$ cat src/rtl/apu_pulse_channel.sv
// APU pulse (square) channel: 11-bit period timer driving an 8-step duty
// sequencer, length counter, envelope generator and period sweep unit.
// The output level is registered and left-justified in OUT_WIDTH bits.
module apu_pulse_channel #(
    parameter int CHANNEL_ID = 0,
    parameter int OUT_WIDTH  = 4
) (
    input  logic                 clk,
    input  logic                 reset,
    input  logic                 apu_tick,
    input  logic                 quarter_tick,
    input  logic                 half_tick,
    input  logic                 wr_en,
    input  logic [1:0]           wr_addr,
    input  logic [7:0]           wr_data,
    input  logic                 chan_enable,
    output logic [OUT_WIDTH-1:0] pulse,
    output logic                 length_active
);

    // Channel 0 negates in ones' complement: one extra subtracted.
    localparam logic [11:0] NEG_EXTRA = (CHANNEL_ID == 0) ? 12'd1 : 12'd0;

    // Register file fields
    logic [1:0]  duty_q, duty_d;
    logic        halt_q, halt_d;
    logic        const_vol_q, const_vol_d;
    logic [3:0]  vol_q, vol_d;
    logic        sweep_en_q, sweep_en_d;
    logic [2:0]  sweep_period_q, sweep_period_d;
    logic        negate_q, negate_d;
    logic [2:0]  shift_q, shift_d;
    logic [10:0] period_q, period_d;

    // Sequencer, length, envelope and sweep state
    logic [10:0] timer_q, timer_d;
    logic [2:0]  step_q, step_d;
    logic [7:0]  length_q, length_d;
    logic        env_start_q, env_start_d;
    logic [3:0]  env_decay_q, env_decay_d;
    logic [3:0]  env_div_q, env_div_d;
    logic [2:0]  sweep_div_q, sweep_div_d;
    logic        sweep_reload_q, sweep_reload_d;
    logic [OUT_WIDTH-1:0] pulse_q, pulse_d;

    logic        wr0, wr1, wr2, wr3;
    logic [11:0] sweep_change;
    logic [11:0] sweep_target;
    logic        sweep_mute;
    logic [7:0]  duty_pattern;
    logic [3:0]  level;
    logic [OUT_WIDTH-1:0] level_ext;

    // Standard 32-entry APU length counter load table.
    function automatic logic [7:0] length_lookup(input logic [4:0] idx);
        case (idx)
            5'd0:  length_lookup = 8'd10;
            5'd1:  length_lookup = 8'd254;
            5'd2:  length_lookup = 8'd20;
            5'd3:  length_lookup = 8'd2;
            5'd4:  length_lookup = 8'd40;
            5'd5:  length_lookup = 8'd4;
            5'd6:  length_lookup = 8'd80;
            5'd7:  length_lookup = 8'd6;
            5'd8:  length_lookup = 8'd160;
            5'd9:  length_lookup = 8'd8;
            5'd10: length_lookup = 8'd60;
            5'd11: length_lookup = 8'd10;
            5'd12: length_lookup = 8'd14;
            5'd13: length_lookup = 8'd12;
            5'd14: length_lookup = 8'd26;
            5'd15: length_lookup = 8'd14;
            5'd16: length_lookup = 8'd12;
            5'd17: length_lookup = 8'd16;
            5'd18: length_lookup = 8'd24;
            5'd19: length_lookup = 8'd18;
            5'd20: length_lookup = 8'd48;
            5'd21: length_lookup = 8'd20;
            5'd22: length_lookup = 8'd96;
            5'd23: length_lookup = 8'd22;
            5'd24: length_lookup = 8'd192;
            5'd25: length_lookup = 8'd24;
            5'd26: length_lookup = 8'd72;
            5'd27: length_lookup = 8'd26;
            5'd28: length_lookup = 8'd16;
            5'd29: length_lookup = 8'd28;
            5'd30: length_lookup = 8'd32;
            default: length_lookup = 8'd30;
        endcase
    endfunction

    assign wr0 = wr_en && (wr_addr == 2'd0);
    assign wr1 = wr_en && (wr_addr == 2'd1);
    assign wr2 = wr_en && (wr_addr == 2'd2);
    assign wr3 = wr_en && (wr_addr == 2'd3);

    // Sweep target and mute, evaluated continuously from the current period.
    always_comb begin
        sweep_change = {1'b0, period_q} >> shift_q;
        if (negate_q) begin
            sweep_target = {1'b0, period_q} - sweep_change - NEG_EXTRA;
        end else begin
            sweep_target = {1'b0, period_q} + sweep_change;
        end
        sweep_mute = (period_q < 11'd8) || (sweep_target > 12'd2047);
    end

    // Control register fields from $4000/$4001 writes.
    always_comb begin
        duty_d         = duty_q;
        halt_d         = halt_q;
        const_vol_d    = const_vol_q;
        vol_d          = vol_q;
        sweep_en_d     = sweep_en_q;
        sweep_period_d = sweep_period_q;
        negate_d       = negate_q;
        shift_d        = shift_q;
        if (wr0) begin
            duty_d      = wr_data[7:6];
            halt_d      = wr_data[5];
            const_vol_d = wr_data[4];
            vol_d       = wr_data[3:0];
        end
        if (wr1) begin
            sweep_en_d     = wr_data[7];
            sweep_period_d = wr_data[6:4];
            negate_d       = wr_data[3];
            shift_d        = wr_data[2:0];
        end
    end

    // Period timer and downward-counting duty step; an $4003 write restarts the step.
    always_comb begin
        timer_d = timer_q;
        step_d  = step_q;
        if (apu_tick) begin
            if (timer_q == 11'd0) begin
                timer_d = period_q;
                step_d  = step_q - 3'd1;
            end else begin
                timer_d = timer_q - 11'd1;
            end
        end
        if (wr3) begin
            step_d = '0;
        end
    end

    // Length counter: disable clears, a load beats a same-cycle decrement.
    always_comb begin
        length_d = length_q;
        if (half_tick && !halt_q && (length_q != 8'd0)) begin
            length_d = length_q - 8'd1;
        end
        if (wr3 && chan_enable) begin
            length_d = length_lookup(wr_data[7:3]);
        end
        if (!chan_enable) begin
            length_d = '0;
        end
    end

    // Envelope divider/decay; an $4003 write re-arms the start flag after tick handling.
    always_comb begin
        env_start_d = env_start_q;
        env_decay_d = env_decay_q;
        env_div_d   = env_div_q;
        if (quarter_tick) begin
            if (env_start_q) begin
                env_start_d = 1'b0;
                env_decay_d = 4'd15;
                env_div_d   = vol_q;
            end else if (env_div_q == 4'd0) begin
                env_div_d = vol_q;
                if (env_decay_q != 4'd0) begin
                    env_decay_d = env_decay_q - 4'd1;
                end else if (halt_q) begin
                    env_decay_d = 4'd15;
                end else begin
                    env_decay_d = 4'd0;
                end
            end else begin
                env_div_d = env_div_q - 4'd1;
            end
        end
        if (wr3) begin
            env_start_d = 1'b1;
        end
    end

    // Sweep divider and period update; period register writes override the sweep result.
    always_comb begin
        period_d       = period_q;
        sweep_div_d    = sweep_div_q;
        sweep_reload_d = sweep_reload_q;
        if (half_tick) begin
            if ((sweep_div_q == 3'd0) && sweep_en_q && (shift_q != 3'd0) && !sweep_mute) begin
                period_d = sweep_target[10:0];
            end
            if ((sweep_div_q == 3'd0) || sweep_reload_q) begin
                sweep_div_d    = sweep_period_q;
                sweep_reload_d = 1'b0;
            end else begin
                sweep_div_d = sweep_div_q - 3'd1;
            end
        end
        if (wr1) begin
            sweep_reload_d = 1'b1;
        end
        if (wr2) begin
            period_d = {period_q[10:8], wr_data};
        end
        if (wr3) begin
            period_d = {wr_data[2:0], period_q[7:0]};
        end
    end

    // Output level: gated by mute, length and the duty waveform bit.
    always_comb begin
        case (duty_q)
            2'd0:    duty_pattern = 8'b0000_0010;
            2'd1:    duty_pattern = 8'b0000_0110;
            2'd2:    duty_pattern = 8'b0001_1110;
            default: duty_pattern = 8'b1111_1001;
        endcase
        level     = const_vol_q ? vol_q : env_decay_q;
        level_ext = '0;
        level_ext[OUT_WIDTH-1 -: 4] = level;
        if (sweep_mute || (length_q == 8'd0) || !duty_pattern[step_q]) begin
            pulse_d = '0;
        end else begin
            pulse_d = level_ext;
        end
    end

    // State registers with synchronous reset.
    always_ff @(posedge clk) begin
        if (reset) begin
            duty_q         <= '0;
            halt_q         <= 1'b0;
            const_vol_q    <= 1'b0;
            vol_q          <= '0;
            sweep_en_q     <= 1'b0;
            sweep_period_q <= '0;
            negate_q       <= 1'b0;
            shift_q        <= '0;
            period_q       <= '0;
            timer_q        <= '0;
            step_q         <= '0;
            length_q       <= '0;
            env_start_q    <= 1'b0;
            env_decay_q    <= '0;
            env_div_q      <= '0;
            sweep_div_q    <= '0;
            sweep_reload_q <= 1'b0;
            pulse_q        <= '0;
        end else begin
            duty_q         <= duty_d;
            halt_q         <= halt_d;
            const_vol_q    <= const_vol_d;
            vol_q          <= vol_d;
            sweep_en_q     <= sweep_en_d;
            sweep_period_q <= sweep_period_d;
            negate_q       <= negate_d;
            shift_q        <= shift_d;
            period_q       <= period_d;
            timer_q        <= timer_d;
            step_q         <= step_d;
            length_q       <= length_d;
            env_start_q    <= env_start_d;
            env_decay_q    <= env_decay_d;
            env_div_q      <= env_div_d;
            sweep_div_q    <= sweep_div_d;
            sweep_reload_q <= sweep_reload_d;
            pulse_q        <= pulse_d;
        end
    end

    assign pulse         = pulse_q;
    assign length_active = (length_q != 8'd0);

endmodule

$ cat config.mk
export PLATFORM = sky130hd
export DESIGN_NAME = apu_pulse_channel
export DESIGN_NICKNAME = d
export VERILOG_FILES = /design/src/rtl/apu_pulse_channel.sv
export SDC_FILE = /design/constraint.sdc
export NUM_CORES = 1
export LEC_CHECK = 0
export ABC_AREA = 1
export ABC_CLOCK_PERIOD_IN_PS = 3000
export CAP_MARGIN = 20
export CORE_AREA = 8 8 112 114
export CTS_BUF_LIST = sky130_fd_sc_hd__clkbuf_4
export DETAILED_ROUTE_END_ITERATION = 8
export DIE_AREA = 0 0 120 122
export PLACE_DENSITY = 0.67
export SLEW_MARGIN = 0
export SYNTH_ARGS = -nofsm -noshare
export SYNTH_HDL_FRONTEND = slang
export SYNTH_SLANG_ARGS = --single-unit
$ cat constraint.sdc
create_clock -name clk -period 3 [get_ports clk]
set_clock_uncertainty 0.05 [all_clocks]
set_input_delay 0.75 -clock clk [delete_from_list [all_inputs] [get_ports clk]]
set_output_delay 0.75 -clock clk [all_outputs]
set_load 0.01 [all_outputs]
==> results of run 1 <==
-- kinds of logic (layout without fill, tap and decap cells) --
kind of cell             after synthesis  count (layout)
flip-flops                            66              66
buffers and inverters                166             236
multiplexers                           1               1
AND/OR/NAND/NOR                      388             388
AO/OA/AOI/OAI                        193             193
XOR/XNOR                               8               8
adder cells (fa/ha/maj)               41              41
-- registers in the layout (all words and copies together), names as in the netlist, 2 cells and up --
signal          count
length_q            8
sweep_div_q         3
sweep_period_q      3
duty_q              2
period_q           11
timer_q            11
env_div_q           4
env_decay_q         4
step_q              3
pulse               4
vol_q               4
shift_q             3
-- path summary, 6_finish.rpt --
kind                                  start                        end  slack, ns  cells after the start
setup reg to reg    shift_q[0]$_SDFFE_PP0P_   period_q[1]$_SDFFE_PP0P_       0.15                     18
hold reg to reg   env_div_q[2]$_SDFFE_PP0P_  env_div_q[2]$_SDFFE_PP0P_       0.43                      2
hold / removal    env_div_q[2]$_SDFFE_PP0P_  env_div_q[2]$_SDFFE_PP0P_       0.43                      2
setup / recovery   length_q[0]$_SDFFE_PP0P_              length_active       0.10                      5
-- cell type report --
type | instances | area [um^2] | area share, %
Timing Repair Buffer | 78 | 658.1 | 10.46
Clock buffer | 9 | 67.56 | 1.074
Multi-Input combinational cell | 631 | 3430 | 54.49
Sequential cell | 66 | 1331 | 21.15
Tap cell | 140 | 175.2 | 2.783
Clock inverter | 7 | 91.34 | 1.451
Timing Repair inverter | 1 | 7.507 | 0.1193
Inverter | 141 | 533.0 | 8.469
-- stage by stage --
stage               util, %  instance area (um^2)  setup slack (ns)  hold slack, ns
detailed placement    55.43                  5929           -0.1601          0.4080
global route          58.83                  6294          -0.02897          0.4594
global placement      55.43                  5929          -0.09206          0.4022
CTS                   57.02                  6100           0.02938          0.4265
floorplan                 -                  5280            0.3746          0.3905
finish                58.83                  6294            0.1029          0.4294
-- routing by layer --
| layer | routed length, um | GRT usage, % | vias up |
|---|---|---|---|
| met1 | 7072 | 26.54 | 2573 |
| met2 | 7241 | 35.17 | 217 |
| met5 | 0 | 0 | - |
| li1 | - | - | 2940 |
| met3 | 875 | 3.147 | 29 |
| met4 | 302 | 6.323 | 0 |
-- power groups by stage --
stage | Sequential (uW) | Clock (uW) | Combinational, uW
after global placement | 1130 | 0 | 1320
after CTS | 1110 | 699 | 1360
after detailed placement | 1130 | 0 | 1350
after floorplan | 1110 | 0 | 1020
after global routing | 1130 | 742 | 1610
final | 1120 | 690 | 1420
-- worst reg2reg max path, cell delays in order, from the launching register on --
cell,delay (ns)
dfxtp_4,0.38
buf_6,0.13
buf_4,0.15
o21ai_4,0.15
mux2i_2,0.11
o21ai_1,0.20
inv_1,0.10
ha_4,0.30
nand2_2,0.06
nor2_2,0.12
nand3_2,0.11
nand2_2,0.10
nand2_1,0.07
a21oi_2,0.21
nand3_4,0.18
nand2_4,0.17
inv_2,0.06
nor2_1,0.08
nor2_1,0.04
-- cell usage after synthesis, drive strengths merged (2+ instances only) --
cell    instances  area, um^2
dfxtp          66        1321
a31oi           6       37.54
clkbuf         16       71.31
nand2         218       830.8
o31ai           2       15.01
or2             6       37.54
nand3          63       325.3
inv           139       521.8
xnor2           4       35.03
xor2            4       35.03
a21oi          69       349.1
a211oi          5       37.54
nor3           18       90.09
ha             39       488.0
nor2           75       289.0
o21bai          4       30.03
o211ai          9       67.56
nand4           7       43.79
buf             9       60.05
clkinv          2       7.510
o221ai          5       43.79
o21ai          87       435.4
a221oi          2       17.52
fa              2       40.04
-- what timing repair did --
| item | in CTS | in global routing |
|---|---|---|
| resized for setup | 5 | 57 |
| gates cloned | 0 | 1 |
| buffers inserted | 0 | 6 |
| pin swaps | 0 | 13 |
| hold buffers | 0 | 0 |
| endpoints found under the hold margin | 0 | 0 |
| setup endpoints to repair | 13 | 15 |
==> metrics.md, run 1 <==
| Metric | Value |
|---|---|
| Most frequent cells in the layout | `nand2_1 (209), inv_1 (134), o21ai_0 (70), a21oi_1 (67), nor2_1 (65)` |
| Final Power | `3225 uW` |
| Synth Area in Compound Gates | `20.19%` |
| Layout cells sized above 1 | `13.08%` |
| GP Congestion | `approximately 0.96` |
| Die Ht | `122 um` |
| Worst Setup Start Kind | `register` |
| Final period util | `96.57%` |
| Vias in the first global route | `approximately 5200` |
| Most common cell after layout, fill and taps aside | `nand2_1` |
| Asr flop ratio synth | `0%` |
| Worst hold path type | `register to register` |
| Final Instance Count excl. Fillers | `around 1100` |
| Max Freq | `between 0.3 and 0.4 GHz` |
| Post-synth cell types | `42` |
| Worst VDD drop | `0.3961 mV` |
| Slowest stage cell, crit path | `clkdlybuf4s50_1` |
| H-tree Lvls | `3` |
| Drt wl/cell | `about 14 um` |
| Sw power | `1326 uW` |
| Worst slew margin | `63.42%` |
| Clk sinks | `66` |
| Simple-gate share of the synthesized area | `between 30% and 40%` |
| Root Buffer | `clkbuf_4` |
| FILL cells | `1069` |
| Status | `finished clean` |
| Synth warnings | `0` |
| Total vias in the final route | `5759` |
| TritonRoute pass-1 iters | `5` |
| Area Overhead vs Synth | `19.19%` |
| Crit-path max FO | `3` |
| Syn_nets | `a little over 900` |
| Critical path's top delay family | `buffers and inverters` |
| Sequential power share | `around a third` |
| 1st-iter DRT viols | `about 450` |
| Worst setup EP type | `primary output` |
| GRT Util Overall | `about a fifth` |
| Final worst path period need | `2.897 ns` |
| Switching fraction of total power | `41.12%` |
| Core box area | `10700 um^2` |
| Crit path required time | `2.20 ns` |
| Largest net degree at the start of global routing | `27` |
| CTS tree | `yes` |
| Clock Path Buffers | `2` |
| Final net count | `986` |
| Slew @ Worst Pin | `0.5480 ns` |
| Post-Place Cells | `1050` |
| # diodes | `0` |
| LEAKAGE | `0.003123 uW` |
| Clock network fraction of design power | `21.4%` |
| CP max stage delay | `0.50 ns` |
| Clk slew on worst S/H paths | `0.12 ns` |
| Cells along the critical path | `inv_1 > ha_1 > nand4_1 > or2_2 > clkdlybuf4s50_1` |
| Die span in x | `120 um` |
| WP buf/inv | `2` |
| Final hold vios | `0` |
| Pint | `roughly 1900 uW` |
| Placement Rows | `38` |
| Number of synthesized flops with an enable pin | `0` |
| Combinational family with the most area after synthesis | `simple AND/OR/NAND/NOR gates` |
| Cell Area, Synth | `approximately 5300 um^2` |
| RSZ-0062 raised after global routing | `yes` |
| Initial antenna violation count | `0` |
| Die area | `14640 um^2` |
| Final ANT Viol Nets | `0` |
| Final HPWL DP | `11890 um` |
| Synth Register Bits | `66` |
| CP Class | `register to primary output` |
| Worst Path Arrival | `2.10 ns` |
| Initial Util | `49.36%` |
| Worst-Skew Late Latency | `roughly 0.42 ns` |
| Slew Viols, Final | `0` |
| Drt drc | `0` |
| DRT Wirelength | `15490 um` |
| Via density | `~5.4` |
| Combinational fraction of design power | `44.0%` |
| Post-synth top flop | `dfxtp_1` |
| Boundary pin count | `22` |
| Total gr overflow | `0` |
| Synth Area per Inst | `about 6.1 um^2` |
| Xor/xnor cell area share of the yosys netlist | `1.327%` |
| Cells after Synth | `863` |
| Post-synthesis mux area share | `0.1896%` |
| Synth Area in Adders | `10.00%` |
| Port bufs | `21` |
| Fin Setup TNS | `0 ns` |
| Num CTS Buffers | `9` |
| Seq/Total Area, Yosys | `25.02%` |
| First-pass GRT wire length | `24770 um` |
| Max Cap Viol | `0` |
| Count of final setup violators | `0` |
| Pwr Density | `512.4 nW/um^2` |
Note: power is estimated with default switching activity, not from simulation.
==> run 2, diff against run 1 <==
- TNS_END_PERCENT: unset -> 5
==> metrics.md, run 2 (synthesized netlist as in run 1, its figures left out) <==
| Metric | Value |
|---|---|
| Worst setup EP type | `primary output` |
| Grt met2 use | `35.17%` |
| Clock Path Buffers | `2` |
| RSZ-0062 raised after global routing | `yes` |
| Worst VDD drop | `around 0.4 mV` |
| Biggest regs | `period_q (11), timer_q (11), length_q (8)` |
| Worst reg2reg setup slack | `0.13 ns` |
| Boundary pin count | `22` |
| LEAKAGE | `between 0.003 and 0.004 uW` |
| Dpl ws | `-0.1601 ns` |
| Die span in x | `120 um` |
| Met3 usage | `3.147%` |
| Layout cells sized above 1 | `between 10% and 20%` |
| TritonRoute pass-1 iters | `5` |
| Dpl cell area | `~6000 um^2` |
| Most frequent cells in the layout | `nand2_1 (209), inv_1 (134), o21ai_0 (70), a21oi_1 (67), nor2_1 (66)` |
| Largest net degree at the start of global routing | `27` |
| Slew Viols, Final | `0` |
| GRT Util Overall | `20.70%` |
| HP Start | `env_div_q[2]$_SDFFE_PP0P_` |
| Worst Setup Start Kind | `register` |
| First-pass GRT wire length | `24770 um` |
| Hold-fix buffers, CTS | `0` |
| Final ANT Viol Nets | `0` |
| Final worst path period need | `~2.9 ns` |
| RR Endpoint | `period_q[6]$_SDFFE_PP0P_` |
| DRT Wirelength | `approximately 15000 um` |
| Final Instance Count excl. Fillers | `between 1000 and 1500` |
| CP Class | `register to primary output` |
| FILL cells | `1068` |
| Vias in the first global route | `5204` |
| Fin Setup TNS | `0 ns` |
| Final HPWL DP | `between 10000 and 15000 um` |
| Global route hottest layer | `met2` |
| Count of final setup violators | `0` |
| Final period util | `between 90% and 100%` |
| Final Power | `3222 uW` |
| Area Overhead vs Synth | `19.10%` |
| Most common cell after layout, fill and taps aside | `nand2_1` |
| Max Cap Viol | `0` |
| Max Freq | `0.3461 GHz` |
| Core box area | `~11000 um^2` |
| Worst-Skew Late Latency | `0.43 ns` |
| Crit-path max FO | `3` |
| Pwr Density | `just over 500 nW/um^2` |
| Total gr overflow | `0` |
| Worst slew margin | `roughly 65%` |
| Total vias in the final route | `5732` |
| Die Ht | `approximately 120 um` |
| # diodes | `0` |
| Post-route cell area | `6289 um^2` |
| Num CTS Buffers | `9` |
| CP startpoint | `length_q[0]$_SDFFE_PP0P_` |
| Port bufs | `21` |
| Status | `finished clean` |
| Setup slack after layout | `0.1109 ns` |
| Crit path required time | `2.20 ns` |
| Final net count | `986` |
| Worst Path Arrival | `2.09 ns` |
| Placement Rows | `38` |
| R2R Path Start | `shift_q[0]$_SDFFE_PP0P_` |
| Worst Reg2Reg Path Length in Cells | `17` |
| Drt drc | `0` |
| Via density | `around 5.3` |
| Die area | `14640 um^2` |
| Initial antenna violation count | `0` |
| Initial Util | `49.36%` |
| Final hold vios | `0` |
| Met1 Use GR | `between 20% and 30%` |
| GP Congestion | `0.9599` |
| Slew @ Worst Pin | `0.5183 ns` |
| Clk sinks | `66` |
| Post-Place Cells | `1050` |
| CTS tree | `yes` |
| H-tree Lvls | `3` |
| CP endpoint | `length_active` |
| Clk slew on worst S/H paths | `0.12 ns` |
| Drt wl/cell | `14.34 um` |
| Root Buffer | `clkbuf_4` |
| Worst hold path type | `register to register` |
| 1st-iter DRT viols | `roughly 410` |
[run 2: cell counts in the layout (fill, tap and decap cells not counted)]
No cell type changed its count.
[run 2: worst min-delay path by stage]
stage / depth (start not counted) / end / slack [ns]
floorplan: 2 / vol_q[2]$_SDFFE_PP0P_ / 0.39
global placement: 2 / sweep_reload_q$_SDFFE_PP0P_ / 0.40
detailed placement: 2 / env_div_q[2]$_SDFFE_PP0P_ / 0.41
CTS: 2 / env_div_q[2]$_SDFFE_PP0P_ / 0.43
global route: 2 / env_div_q[0]$_SDFFE_PP0P_ / 0.46
finish: 2 / env_div_q[2]$_SDFFE_PP0P_ / 0.43
[run 2: critical path, cell delays in order, from the launching register on]
cell and delay, ns:
dfxtp_1 0.34, inv_1 0.13, ha_1 0.23, nand4_1 0.14, or2_2 0.35, clkdlybuf4s50_1 0.50
[run 2: routing by layer]
layer  vias to the layer above  share of wire, %
met4                         0               1.7
met3                        23               5.3
li1                       2941                 -
met1                      2576                46
met2                       192                47
met5                         -                 0
[run 2: cell type report]
cell class,instances,area (um^2),area share [%]
multi-input cells,631,3425,54.46
flip-flops and latches,66,1331,21.17
repair buffers,78,658.1,10.47
inverters,141,533.0,8.476
well taps,140,175.2,2.786
clock inverters,7,91.34,1.452
clock buffers,9,67.56,1.074
repair inverters,1,7.507,0.1194
[run 2: power breakdown]
group	internal, uW	total [uW]	switching, uW	leakage, uW
Clock	337	689	353	0.0000877
Sequential	1000	1120	116	0.000542
Combinational	562	1420	855	0.00249
Total	1900	3220	1320	0.00312
[run 2: metrics by stage]
step	hold WS [ns]	utilization (%)
floorplan	0.3905	-
global placement	0.4022	55.43
detailed placement	0.4080	55.43
CTS	0.4265	57.02
global route	0.4594	58.78
finish	0.4295	58.78
[run 2: what timing repair did]
action                                  in CTS  in global routing
gates resized for setup                      5                 56
endpoints found under the setup margin      13                 15
pin swaps                                    0                 12
buffers inserted                             0                  6
gates cloned                                 0                  1
